[src/rtl/sdram_arb_pkg.sv]
// Shared definitions for the SDRAM bank-port arbiter: FSM state encoding and client limit.
package sdram_arb_pkg;

    localparam int MAX_CLI = 8;

    typedef enum logic [1:0] {
        ST_IDLE = 2'd0,
        ST_RD   = 2'd1,
        ST_WR   = 2'd2,
        ST_HOLD = 2'd3
    } state_e;

endpackage

[src/rtl/sdram_bank_arb_rr_arbiter.sv]
// Combinational round-robin pick: first requester at or after ptr_i, wrapping.
module rr_arbiter #(
    parameter int N  = 3,
    parameter int IW = $clog2(N)
) (
    input  logic [N-1:0]  req_i,
    input  logic [IW-1:0] ptr_i,
    output logic [N-1:0]  gnt_o,
    output logic [IW-1:0] idx_o,
    output logic          any_o
);

    int c;

    // NOTE: every output gets a default before any conditional write, so no latch is inferred.
    always_comb begin
        gnt_o = '0;
        idx_o = '0;
        any_o = 1'b0;
        c     = 0;
        // Scan from farthest to nearest so the nearest requester is written last and wins.
        for (int k = N - 1; k >= 0; k--) begin
            c = int'(ptr_i) + k;
            if (c >= N) c = c - N;
            if (req_i[c]) begin
                gnt_o    = '0;
                gnt_o[c] = 1'b1;
                idx_o    = IW'(c);
                any_o    = 1'b1;
            end
        end
    end

endmodule

[src/rtl/sdram_bank_arb.sv]
// Round-robin arbiter serialising whole read/write transactions from NCLI clients onto one SDRAM bank port.
module sdram_bank_arb
    import sdram_arb_pkg::*;
#(
    parameter int NCLI      = 3,
    parameter int AW        = 32,
    parameter int BURST_LEN = 2,
    parameter int WR_HOLD   = 2
) (
    input  logic                 clk,
    input  logic                 rst_n,
    input  logic                 ram_rdy_n,
    input  logic [NCLI-1:0]      cli_req,
    input  logic [NCLI-1:0]      cli_we,
    input  logic [NCLI*AW-1:0]   cli_addr,
    input  logic [NCLI*8-1:0]    cli_wdata,
    output logic [NCLI-1:0]      cli_rvalid,
    output logic [7:0]           cli_rdata,
    output logic [NCLI-1:0]      cli_done,
    output logic                 rden,
    output logic                 wren,
    output logic [AW-1:0]        addr,
    output logic [7:0]           wr_data,
    input  logic                 valid,
    input  logic                 fetch,
    input  logic [7:0]           rd_data
);

    localparam int IW = $clog2(NCLI);
    localparam int CW = $clog2(BURST_LEN) + 1;
    localparam int HW = $clog2(WR_HOLD) + 1;

    state_e          state_q, state_d;
    logic [IW-1:0]   ptr_q, ptr_d;
    logic [NCLI-1:0] owner_q, owner_d;
    logic [CW-1:0]   cnt_q, cnt_d;
    logic [HW-1:0]   hold_q, hold_d;
    logic [AW-1:0]   addr_q, addr_d;
    logic [7:0]      wr_data_q, wr_data_d;
    logic [7:0]      rdata_q, rdata_d;
    logic            rden_q, rden_d;
    logic            wren_q, wren_d;
    logic [NCLI-1:0] rvalid_q, rvalid_d;
    logic [NCLI-1:0] done_q, done_d;

    logic [NCLI-1:0] gnt;
    logic [IW-1:0]   gnt_idx;
    logic            gnt_any;
    logic [AW-1:0]   sel_addr;
    logic [7:0]      sel_wdata;
    logic            sel_we;
    logic            grant_ok;

    rr_arbiter #(
        .N  (NCLI),
        .IW (IW)
    ) u_rr (
        .req_i (cli_req),
        .ptr_i (ptr_q),
        .gnt_o (gnt),
        .idx_o (gnt_idx),
        .any_o (gnt_any)
    );

    always_comb begin
        sel_addr  = '0;
        sel_wdata = '0;
        for (int i = 0; i < NCLI; i++) begin
            if (gnt[i]) begin
                sel_addr  = cli_addr[i*AW +: AW];
                sel_wdata = cli_wdata[i*8 +: 8];
            end
        end
        sel_we = |(cli_we & gnt);
    end

    // The done cycle is excluded so the finishing client can drop its level request before the next pick.
    assign grant_ok = !ram_rdy_n && gnt_any && (done_q == '0);

    always_comb begin
        state_d   = state_q;
        ptr_d     = ptr_q;
        owner_d   = owner_q;
        cnt_d     = cnt_q;
        hold_d    = hold_q;
        addr_d    = addr_q;
        wr_data_d = wr_data_q;
        rdata_d   = rdata_q;
        rden_d    = rden_q;
        wren_d    = wren_q;
        rvalid_d  = '0;
        done_d    = '0;

        unique case (state_q)
            ST_IDLE: begin
                if (grant_ok) begin
                    owner_d = gnt;
                    ptr_d   = (gnt_idx == IW'(NCLI - 1)) ? '0 : gnt_idx + 1'b1;
                    cnt_d   = '0;
                    addr_d  = sel_addr;
                    if (sel_we) begin
                        wren_d    = 1'b1;
                        wr_data_d = sel_wdata;
                        state_d   = ST_WR;
                    end else begin
                        rden_d  = 1'b1;
                        state_d = ST_RD;
                    end
                end
            end
            ST_RD: begin
                if (valid) begin
                    rdata_d  = rd_data;
                    rvalid_d = owner_q;
                    cnt_d    = cnt_q + 1'b1;
                    if (cnt_q == CW'(BURST_LEN - 1)) begin
                        rden_d  = 1'b0;
                        done_d  = owner_q;
                        state_d = ST_IDLE;
                    end
                end
            end
            ST_WR: begin
                if (fetch) begin
                    wren_d  = 1'b0;
                    hold_d  = '0;
                    state_d = ST_HOLD;
                end
            end
            ST_HOLD: begin
                if (hold_q == HW'(WR_HOLD - 1)) begin
                    done_d    = owner_q;
                    wr_data_d = '0;
                    state_d   = ST_IDLE;
                end else begin
                    hold_d = hold_q + 1'b1;
                end
            end
            default: state_d = ST_IDLE;
        endcase
    end

    // NOTE: state registers use non-blocking assignments so every flop samples pre-edge values.
    always_ff @(posedge clk or negedge rst_n) begin
        if (!rst_n) begin
            state_q   <= ST_IDLE;
            ptr_q     <= '0;
            owner_q   <= '0;
            cnt_q     <= '0;
            hold_q    <= '0;
            addr_q    <= '0;
            wr_data_q <= '0;
            rdata_q   <= '0;
            rden_q    <= 1'b0;
            wren_q    <= 1'b0;
            rvalid_q  <= '0;
            done_q    <= '0;
        end else begin
            state_q   <= state_d;
            ptr_q     <= ptr_d;
            owner_q   <= owner_d;
            cnt_q     <= cnt_d;
            hold_q    <= hold_d;
            addr_q    <= addr_d;
            wr_data_q <= wr_data_d;
            rdata_q   <= rdata_d;
            rden_q    <= rden_d;
            wren_q    <= wren_d;
            rvalid_q  <= rvalid_d;
            done_q    <= done_d;
        end
    end

    assign rden       = rden_q;
    assign wren       = wren_q;
    assign addr       = addr_q;
    assign wr_data    = wr_data_q;
    assign cli_rdata  = rdata_q;
    assign cli_rvalid = rvalid_q;
    assign cli_done   = done_q;

endmodule

[config.mk]
export PLATFORM = sky130hd
export DESIGN_NAME = sdram_bank_arb
export DESIGN_NICKNAME = d
export VERILOG_FILES = /design/src/rtl/sdram_arb_pkg.sv /design/src/rtl/sdram_bank_arb_rr_arbiter.sv /design/src/rtl/sdram_bank_arb.sv
export SDC_FILE = /design/constraint.sdc
export NUM_CORES = 1
export LEC_CHECK = 0
export BUFFER_PORTS_ARGS = -buffer_cell sky130_fd_sc_hd__buf_2
export CORE_MARGIN = 3
export CORE_UTILIZATION = 41
export DETAILED_ROUTE_END_ITERATION = 16
export PLACE_DENSITY = 0.74
export RECOVER_POWER = 50
export SLEW_MARGIN = 20
export SYNTH_ARGS = -nofsm -noshare
export SYNTH_HDL_FRONTEND = slang
export SYNTH_SLANG_ARGS = --single-unit
[constraint.sdc]
create_clock -name clk -period 2.28 [get_ports clk]
set_input_delay 0.342 -clock clk [delete_from_list [all_inputs] [get_ports clk]]
set_output_delay 0.342 -clock clk [all_outputs]
set_load 0.05 [all_outputs]
==> run summary <==
Number of global-route vias before repair: 4032
Final max-slew violation count: 0
Register-to-register setup slack: -310 ps
Sequential element share of the synthesized area: 46.21%
Avg Cell Area, Syn: 9.574 sq um
Diodes inserted: 0
Insertion delay of the later-clocked pin in the worst-skew pair: 370 ps
Cell count along the critical path: 13
Source of the worst register-to-register timing path: ptr_q[0]$_DFFE_PN0P_
Minimum setup slack in the final design: -306.9 ps
Total CTS buffers: 9
DRC violation count after routing: 0
I/O pin count: 195
Total number of clock tree sinks: 67
Placer's final routability congestion estimate: 0.8470
Largest net degree at the start of global routing: 42
Largest cells by area after synthesis: sky130_fd_sc_hd__dfrtp_1 (46%), sky130_fd_sc_hd__a221oi_1 (9.7%), sky130_fd_sc_hd__o31ai_1 (7.9%), sky130_fd_sc_hd__nand2_1 (4.7%), sky130_fd_sc_hd__nor2_1 (4.7%)
Max Fclk: 386.6 MHz
Data arrival time of the critical path: 2830 ps
TritonCTS clock tree: done
Crit-path max FO: 8
Layout Cell Area excl Fill: 6213 sq um
Cell count after synthesis: 379
Area post-placement: 4913 sq um
Total routed wirelength: 16.16 mm
Synthesized Nets: 523
Startpoint class of the critical path: register
Worst hold path class: in2reg
Routed wire length per instance: 22.44 um
Count of placed standard cells in the final layout, fillers left out: 720
Synth area leader: sky130_fd_sc_hd__dfrtp_1
End of the worst register-to-register path: addr[1]$_DFFE_PN0P_
HPWL after detailed placement: 8.952 mm
Overall die area: 10020 sq um
Die width: 100.1 um
Area overhead of the layout relative to synthesis: 71.24%
Start point of the critical path: ptr_q[0]$_DFFE_PN0P_
Gr ovfl total: 0
Post-Route Skew: 13.57 ps
Total global-route track usage: 24.46%
Count of port buffers added during placement: 194
Capturing instance or port of the critical path: addr[1]$_DFFE_PN0P_
Crit path capture type: register
Worst voltage drop across the vdd grid: 0.8450 mV
Cell family contributing the most delay on the critical path: buffers and inverters
Actual transition at the worst max-transition pin: 1348 ps
Total vias in the final route: 4508
DRT iter0 DRCs: 328
Detailed-route vias per instance: 6.261
Number of levels the H-tree was split into: 3
Most instantiated flip-flop cell in the synthesis netlist: sky130_fd_sc_hd__dfrtp_1
Fraction of synthesized cell area taken by the top area cell type: 46.21%
Critical Path Slowest Stage Cell: sky130_fd_sc_hd__dfrtp_1
Area used by multi-input combinational logic: 2404 sq um
Global-route wire length before repair: 19.49 mm
Clk Tree Root Cell: sky130_fd_sc_hd__clkbuf_8
Number of nets with antenna violations after detailed routing: 0
Number of antenna violations at the first check in global routing: 0
Max Root-Sink Buffers: 2
Standard-cell rows: 33
Status: finished with violations
Cells along the critical path: inv_2 > ha_4 > buf_12 > buf_8 > buf_6 > a22oi_2 > buf_4 > a31oi_4 > o211ai_1 > buf_6 > buf_12 > clkbuf_16 > o31ai_1
Length of the first detailed-routing pass in iterations: 5
Share of post-route cells with drive strength above 1: 56.59%
Summed instance area of the synthesized netlist: 3628 sq um
Class of the most critical setup path: reg2reg
Number of hold-slack violations in the final timing report: 0
Initial Util: 43.08%
Core ar.: 8423 sq um
Unique masters post-synth: 50
EDFF count, synth: 0
Max-cap violations: 0
Hold path startpoint: rd_data[4]
Delay of the slowest critical-path stage: 400 ps
Post-route clock period utilization: 113.5%
Min Clock Period, post-route: 2587 ps
Leading cell type in the layout, fill and taps excluded: sky130_fd_sc_hd__buf_2
Register clock-pin slew on the reported worst setup and hold paths: 90 ps
Static power due to leakage: 0.002956 uW
Most used cells in the layout excluding fill and tap cells: sky130_fd_sc_hd__buf_2 (191), sky130_fd_sc_hd__dfrtp_1 (67), sky130_fd_sc_hd__nand2_1 (44), sky130_fd_sc_hd__nor2_1 (43), sky130_fd_sc_hd__buf_4 (25)
Flip-flop and latch count after synthesis: 67
RSZ-0062 raised after global routing: true
Total number of nets in the final design: 754
Number of cells after detailed placement: 672
Number of cells on the worst reg-to-reg path: 13
Count of buffer and inverter cells on the critical path: 8
Register area: 1677 sq um
Req. time, crit path: 2520 ps
Power Density: 1756 nW/um^2
Setup violators final: 51
Number of inserted filler cells in the final layout: 554
Violated checks: negative setup slack
Headroom to the max-slew limit: 10.15%
Chip height: 100.1 um
Async set-or-reset flop fraction in the synthesized netlist: 100.0%
Syn. warnings: 0
## state kept, by name, summed over array words and instances, names as in the netlist
register	flops
cli_rvalid	3
rden	1
owner_q	3
cnt_q	2
cli_done	3
addr	32
hold_q	2
cli_rdata	8
wr_data	8
ptr_q	2
wren	1
state_q	2
## cell type report
class                   count  area share (%)
inverters                   8          0.5236
flip-flops and latches     67           26.98
well taps                 105           2.114
clock inverters             5          0.6242
repair buffers            255           28.80
multi-input cells         269           38.68
clock buffers              11           2.275
## layer usage
layer | part of all wire, % | track usage [%] | wire (um)
met1 | 35 | 30.69 | 5702
met2 | 50 | 41.25 | 8034
met3 | 8.8 | 4.726 | 1414
met4 | 6.2 | 10.36 | 1007
met5 | 0 | 0 | 0
## cells in the mapped netlist (3+ instances only)
| library cell | instances |
|---|---|
| sky130_fd_sc_hd__dfrtp_1 | 67 |
| sky130_fd_sc_hd__nand2_1 | 45 |
| sky130_fd_sc_hd__nor2_1 | 45 |
| sky130_fd_sc_hd__a221oi_1 | 40 |
| sky130_fd_sc_hd__o31ai_1 | 38 |
| sky130_fd_sc_hd__clkbuf_1 | 28 |
| sky130_fd_sc_hd__mux2_2 | 10 |
| sky130_fd_sc_hd__o21ai_0 | 9 |
| sky130_fd_sc_hd__o211ai_1 | 8 |
| sky130_fd_sc_hd__buf_2 | 7 |
| sky130_fd_sc_hd__inv_1 | 7 |
| sky130_fd_sc_hd__and2_1 | 6 |
| sky130_fd_sc_hd__a21oi_1 | 5 |
| sky130_fd_sc_hd__ha_1 | 5 |
| sky130_fd_sc_hd__nand2b_1 | 4 |
| sky130_fd_sc_hd__nor2b_1 | 4 |
| sky130_fd_sc_hd__o21bai_1 | 4 |
| sky130_fd_sc_hd__o32ai_1 | 4 |
| sky130_fd_sc_hd__a22o_1 | 3 |
| sky130_fd_sc_hd__mux2i_1 | 3 |
| sky130_fd_sc_hd__nand3_1 | 3 |
| sky130_fd_sc_hd__o21a_1 | 3 |
## kinds of logic after synthesis
group                    Yosys count  synth area share (%)
multiplexers                      14                 4.345
buffers and inverters             43                 4.690
flip-flops                        67                 46.21
adder cells (fa/ha/maj)            5                 1.724
AO/OA/AOI/OAI                    131                 28.28
AND/OR/NAND/NOR                  119                 14.76
## power breakdown
group | internal (uW) | switching, uW | leakage [uW] | total (uW)
combinational | 3220 | 4700 | 0.00202 | 7920
sequential | 1700 | 348 | 0.000850 | 2040
clock | 429 | 517 | 0.0000895 | 945
total | 5340 | 5570 | 0.00296 | 10900
## worst min-delay path by stage
stage | end | slack [ps] | depth (start not counted)
4_1_cts | cli_rdata[2]$_DFFE_PN0P_ | 210 | 2
2_1_floorplan | addr[0]$_DFFE_PN0P_ | 50 | 0
6_report | cli_rdata[4]$_DFFE_PN0P_ | 210 | 2
3_5_place_dp | wr_data[0]$_DFFE_PN0P_ | 370 | 1
3_3_place_gp | cli_rdata[4]$_DFFE_PN0P_ | 370 | 1
5_1_grt | cli_rdata[6]$_DFFE_PN0P_ | 210 | 2
## per-stage QoR
stage          utilization, %  TNS, ps  worst slack [ps]  hold slack, ps  power (uW)
2_1_floorplan               -   -187.3            -45.39           46.41        5804
3_3_place_gp            58.33    -6090            -185.5           370.3        7276
3_5_place_dp            58.33   -10610            -345.9           369.7        7432
4_1_cts                 62.77   -986.3            -107.4           212.3        8737
5_1_grt                 73.77   -13840            -392.3           208.3       11380
6_report                73.77    -9411            -306.9           206.9       10910
## what timing repair did
action                                  CTS  global route
setup buffers                             4            16
endpoints found under the hold margin     8             0
endpoints found under the setup margin   48            49
gates cloned                              0            13
hold buffers                              1             0
gates resized for setup                  31            98
pin swaps                                12            40
Note: power is estimated with default switching activity, not from simulation.
